[src/rtl/counter_pkg.sv]
`default_nettype none
// +--------------------------------------------------------------------+
// | counter_pkg: shared state encoding and counter next-value function |
// | Rev 1.0                                                            |
// +--------------------------------------------------------------------+
package counter_pkg;

  localparam int DEF_WIDTH = 3;
  localparam int NEXT_W    = 32;

  typedef enum logic [1:0] {
    SYNC  = 2'd0,
    TRACK = 2'd1,
    FAIL  = 2'd2
  } state_e;

  // Callers zero-extend into NEXT_W and truncate the result back to their own
  // width; truncation gives the mod 2^WIDTH wrap for free.
  function automatic logic [NEXT_W-1:0] next_val(
    input logic              ld,
    input logic              inc,
    input logic [NEXT_W-1:0] data_in,
    input logic [NEXT_W-1:0] cur
  );
    if (ld) begin
      return data_in;
    end else if (inc) begin
      return cur + NEXT_W'(1);
    end else begin
      return cur;
    end
  endfunction

endpackage
`default_nettype wire

[src/rtl/counter_monitor_if.sv]
`default_nettype none
// +--------------------------------------------------------------------+
// | counter_monitor_if: control/output bus of the loadable up-counter   |
// | Rev 1.0                                                            |
// +--------------------------------------------------------------------+
interface counter_monitor_if #(
  parameter int WIDTH = 3
) ();

  logic             ld;
  logic             inc;
  logic [WIDTH-1:0] data_in;
  logic [WIDTH-1:0] data_out;

  modport master (
    output ld,
    output inc,
    output data_in,
    output data_out
  );

  modport slave (
    input ld,
    input inc,
    input data_in,
    input data_out
  );

endinterface
`default_nettype wire

[src/rtl/counter_ref_model.sv]
`default_nettype none
// +--------------------------------------------------------------------+
// | counter_ref_model: cycle-accurate model of the up-counter value     |
// | Rev 1.0                                                            |
// +--------------------------------------------------------------------+
module counter_ref_model
  import counter_pkg::*;
#(
  parameter int WIDTH = DEF_WIDTH
) (
  input  wire logic             clk,
  input  wire logic             rst,
  input  wire logic             ld,
  input  wire logic             inc,
  input  wire logic [WIDTH-1:0] data_in,
  input  wire logic [WIDTH-1:0] data_out,
  input  wire logic             load_obs,
  output logic      [WIDTH-1:0] expected
);

  logic [WIDTH-1:0] expected_q;
  logic [WIDTH-1:0] expected_d;
  logic [WIDTH-1:0] base_val;

  // load_obs re-seeds the model from the observed counter instead of itself
  always_comb begin
    base_val   = load_obs ? data_out : expected_q;
    expected_d = WIDTH'(next_val(ld, inc, NEXT_W'(data_in), NEXT_W'(base_val)));
  end

  always_ff @(posedge clk) begin
    if (rst) begin
      expected_q <= '0;
    end else begin
      expected_q <= expected_d;
    end
  end

  assign expected = expected_q;

endmodule
`default_nettype wire

[src/rtl/counter_monitor.sv]
`default_nettype none
// +--------------------------------------------------------------------+
// | counter_monitor: passive checker for the loadable up-counter        |
// | Rev 1.0                                                            |
// +--------------------------------------------------------------------+
module counter_monitor
  import counter_pkg::*;
#(
  parameter int WIDTH       = DEF_WIDTH,
  parameter int ERR_CNT_W   = 8,
  parameter int STOP_ON_ERR = 0
) (
  input  wire logic                 clk,
  input  wire logic                 rst,
  counter_monitor_if.slave          bus,
  input  wire logic                 clr_err,
  output logic      [WIDTH-1:0]     expected,
  output logic                      mismatch,
  output logic                      err_sticky,
  output logic      [ERR_CNT_W-1:0] err_count,
  output logic                      wrap_pulse,
  output logic      [1:0]           state
);

  state_e               state_q,      state_d;
  logic                 mismatch_q,   mismatch_d;
  logic                 err_sticky_q, err_sticky_d;
  logic [ERR_CNT_W-1:0] err_count_q,  err_count_d;
  logic                 wrap_pulse_q, wrap_pulse_d;
  logic                 load_obs;
  logic                 err;
  logic [WIDTH-1:0]     model_val;

  counter_ref_model #(
    .WIDTH (WIDTH)
  ) u_ref_model (
    .clk      (clk),
    .rst      (rst),
    .ld       (bus.ld),
    .inc      (bus.inc),
    .data_in  (bus.data_in),
    .data_out (bus.data_out),
    .load_obs (load_obs),
    .expected (model_val)
  );

  // Case-inequality so an X/Z on data_out is reported as a mismatch
  assign err = (bus.data_out !== model_val);

  always_comb begin
    state_d      = state_q;
    mismatch_d   = 1'b0;
    err_sticky_d = err_sticky_q;
    err_count_d  = err_count_q;
    wrap_pulse_d = 1'b0;
    load_obs     = 1'b1;

    case (state_q)
      SYNC: begin
        state_d = TRACK;
      end
      TRACK: begin
        load_obs     = 1'b0;
        wrap_pulse_d = (&model_val) && bus.inc && !bus.ld;
        if (err) begin
          mismatch_d   = 1'b1;
          err_sticky_d = 1'b1;
          if (err_count_q != '1) begin
            err_count_d = err_count_q + ERR_CNT_W'(1);
          end
          if (STOP_ON_ERR != 0) begin
            state_d = FAIL;
          end
        end
      end
      FAIL: begin
        state_d = FAIL;
      end
      default: begin
        state_d = SYNC;
      end
    endcase

    // A clear discards whatever the compare found this cycle
    if (clr_err) begin
      state_d      = SYNC;
      mismatch_d   = 1'b0;
      err_sticky_d = 1'b0;
      err_count_d  = '0;
    end
  end

  always_ff @(posedge clk) begin
    if (rst) begin
      state_q      <= SYNC;
      mismatch_q   <= 1'b0;
      err_sticky_q <= 1'b0;
      err_count_q  <= '0;
      wrap_pulse_q <= 1'b0;
    end else begin
      state_q      <= state_d;
      mismatch_q   <= mismatch_d;
      err_sticky_q <= err_sticky_d;
      err_count_q  <= err_count_d;
      wrap_pulse_q <= wrap_pulse_d;
    end
  end

  assign expected   = model_val;
  assign mismatch   = mismatch_q;
  assign err_sticky = err_sticky_q;
  assign err_count  = err_count_q;
  assign wrap_pulse = wrap_pulse_q;
  assign state      = state_q;

endmodule
`default_nettype wire

[src/flat_wrapper.sv]
// flat-port wrapper written by rule: the top's interface ports become plain ports
module counter_monitor_flat import counter_pkg::*;
#(
  parameter int WIDTH       = DEF_WIDTH,
  parameter int ERR_CNT_W   = 8,
  parameter int STOP_ON_ERR = 0
)
  (clk, rst, clr_err, expected, mismatch, err_sticky, err_count, wrap_pulse, state, bus_ld, bus_inc, bus_data_in, bus_data_out);
  counter_monitor_if #(.WIDTH(WIDTH)) bus_i ();
  input  wire logic clk;
  input  wire logic rst;
  input  wire logic clr_err;
  output logic      [WIDTH-1:0] expected;
  output logic mismatch;
  output logic err_sticky;
  output logic      [ERR_CNT_W-1:0] err_count;
  output logic wrap_pulse;
  output logic      [1:0] state;
  input wire logic [$bits(bus_i.ld)-1:0] bus_ld;
  input wire logic [$bits(bus_i.inc)-1:0] bus_inc;
  input wire logic [$bits(bus_i.data_in)-1:0] bus_data_in;
  input wire logic [$bits(bus_i.data_out)-1:0] bus_data_out;
  assign bus_i.ld = bus_ld;
  assign bus_i.inc = bus_inc;
  assign bus_i.data_in = bus_data_in;
  assign bus_i.data_out = bus_data_out;
  counter_monitor #(.WIDTH(WIDTH), .ERR_CNT_W(ERR_CNT_W), .STOP_ON_ERR(STOP_ON_ERR)) u_core (.clk(clk), .rst(rst), .bus(bus_i), .clr_err(clr_err), .expected(expected), .mismatch(mismatch), .err_sticky(err_sticky), .err_count(err_count), .wrap_pulse(wrap_pulse), .state(state));
endmodule
[config.mk]
export PLATFORM = sky130hd
export DESIGN_NAME = counter_monitor_flat
export DESIGN_NICKNAME = d
export VERILOG_FILES = /design/src/rtl/counter_pkg.sv /design/src/rtl/counter_monitor_if.sv /design/src/rtl/counter_ref_model.sv /design/src/rtl/counter_monitor.sv /design/src/flat_wrapper.sv
export SDC_FILE = /design/constraint.sdc
export NUM_CORES = 1
export LEC_CHECK = 0
export CAP_MARGIN = 0
export CORE_MARGIN = 2
export CORE_UTILIZATION = 27
export CTS_CLUSTER_SIZE = 16
export DETAILED_ROUTE_END_ITERATION = 16
export GPL_ROUTABILITY_DRIVEN = 0
export SLEW_MARGIN = 20
export SYNTH_ARGS = -nofsm -noshare
export SYNTH_HDL_FRONTEND = slang
export SYNTH_HIERARCHICAL = 1
export SYNTH_SLANG_ARGS = --single-unit
[constraint.sdc]
create_clock -name clk -period 1.9 [get_ports clk]
set_input_delay 0.19 -clock clk [delete_from_list [all_inputs] [get_ports clk]]
set_output_delay 0.19 -clock clk [all_outputs]
set_load 0.005 [all_outputs]
==> results.yml <==
cts:
  cts_hold_buffers: 0
  post-cts-setup-buffers: 0
  cts_resized: 0
  h-tree-depth: 1
  clockBufferDepth: 2
  cts_tree: "done"
  path_clk_slew_ps: 100
  clock-root-buffer: "clkbuf_4"
  worstSkewPairLatency_ps: 290
  cts_sinks: 16
  cts_buffers: 3
sta:
  fin_crit_ps: 1751
  fin_skew_ps: 3.580
  fmax_mhz: 571.0
  hold_ws_ps: 451.0
  setup_tns_ps: 0
  tightestPinTransition_ps: 529.0
  hold_viol_final: 0
  period_share_pct: 92.17
  rsz0062_at_grt: "false"
  relSlewSlack_pct: 64.74
  setup_viol: 0
  slew_viol_final: 0
die:
  die_height_um: 59.05
  core-area_um2: 2829
  start_util_pct: 28.93
  fp.dieW_um: 59.05
  die-area_um2: 3487
  ios: 27
  rows: 19
global_routing:
  grt_start_max_net_pins: 16
  grt_pass1_wl_um: 3367
  antenna_found_initial: 0
  first_global_vias: 753
  overflow: 0
  grtUsageTotal_pct: 12.69
worst_setup_path:
  startpoint_type: "flop"
  path_class: "flop to flop"
  crit_fanout: 5
  cp.required_ps: 2080
  cp.arrival_ps: 1930
  crit_path_end_kind: "flop"
power:
  power.leakage_uw: 0.0004812
  ir_worst_vdd_uv: 264.6
  p_per_area_nw_per_um2: 597.0
cells_and_area:
  drive_gt1_share_pct: 10.83
  diodes: 0
  multi_input_area_um2: 459.2
  syn2layout_area_growth_pct: 41.28
  seq_area_um2: 320.3
  fin_nets: 134
  fillers: 312
  utilization_pct: 40.87
run_status:
  status: "completed"
drt:
  routed_wl_um: 2030
  vias: 817
  drtIter0Drc: 14
  route.antenna.remaining_nets: 0
  drcViolationCount: 0
  vias_per_cell: 5.411
  first_pass_iters: 6
  wire_per_inst_um: 13.44
place:
  portBuffers: 26
  hpwl_um: 1507
logic_synthesis:
  synth-async-reset-ratio_pct: 0
  synth-main-ff-cell: "dfxtp_1"
  syn_inst: 90
  synth_warnings: 6
  synth-seq-cells: 16
  synth_seq_area_share_pct: 39.14
  synth_edf_count: 0
  yosys.cell_types.count: 38
  synthesis.area_um2: 818.3
  syn_nets: 103
  synth.avg_cell_area_um2: 9.092
flow_run:
  max-cap-violations: 0
min_path:
  hold_path.class: "flop to flop"
## registers in the layout, indices dropped and copies added, names as in the netlist
register                     cells
u_core/state                     2
u_core/wrap_pulse                1
u_core/mismatch                  1
u_core/err_count                 8
u_core/err_sticky                1
u_core/u_ref_model/expected      3
## layout by cell type (no fill, tap or decap), types with 2 or more instances in the layout
master            n
xor2_1            3
dfxtp_1          16
mux2i_1           2
a21oi_1           4
and3_1            3
a41o_1            4
clkdlybuf4s50_1  26
buf_4             3
nand4_1           4
nor2_1            9
nand2_1           9
clkbuf_4          3
a31o_2            2
inv_1             5
ha_1              2
a31oi_1           2
## area by class of cell
cell class              instances  area share (%)
inverters                       5           1.623
clock buffers                   4           3.139
multi-input cells              66           39.72
well taps                      31           3.355
repair buffers                 29           24.46
flip-flops and latches         16           27.71
## worst paths after layout
path / startpoint / end / slack (ps) / cells past startpoint
worst min register to register: u_core/state[0] / u_core/state[1] / 450 / 1
worst min-delay path: u_core/state[0] / u_core/state[1] / 450 / 1
worst max-delay path: u_core/state[0] / u_core/u_ref_model/expected[1] / 150 / 7
worst max register to register: u_core/state[0] / u_core/u_ref_model/expected[1] / 150 / 7
## critical path, cell delays in order, from the launching register on
cell	delay, ps
dfxtp_1	360
nor2b_1	190
inv_1	140
mux2_4	350
ha_1	290
nand2b_1	140
o211ai_1	90
a21oi_1	90
## cell usage after synthesis (2+ instances only)
master,number,area [µm²]
and3_1,3,18.77
a31oi_1,2,12.51
nor2_1,9,33.78
a31o_2,2,17.52
nand4_1,4,25.02
inv_1,5,18.77
nand2_1,9,33.78
a21oi_1,4,20.02
mux2i_1,2,20.02
dfxtp_1,16,320.3
xor2_1,3,26.28
a41o_1,4,40.04
ha_1,2,25.02
## metal layers
metal	up-vias	track usage (%)	share of wire, %
met5	-	0	0
met4	0	4.870	0.30
met3	2	3.712	6.5
met2	27	21.11	48
met1	389	15.41	45
li1	399	-	-
## stage by stage
stage	setup slack [ps]	cell area (µm²)	instances	total power, µW
after floorplan	261.9	818.3	90	411.3
after CTS	149.7	1156	151	698.4
after detailed placement	1.425	1120	147	470.0
final	148.7	1156	151	690.2
after global placement	67.74	1120	147	466.8
after global routing	31.88	1156	151	724.8
## where the power goes
part / switching (µW) / internal [µW] / total [µW]
clock: 111 / 117 / 228
sequential: 9.00 / 344 / 353
combinational: 48.2 / 61.1 / 109
total: 168 / 522 / 690
## cell families after synthesis
family	share of synthesized area, %
compound gates	20.95
simple gates	23.24
buf+inv	4.739
flops	39.14
xor+xnor	3.212
mux	5.657
fa+ha+maj	3.058
(Power assumes the default switching activity.)
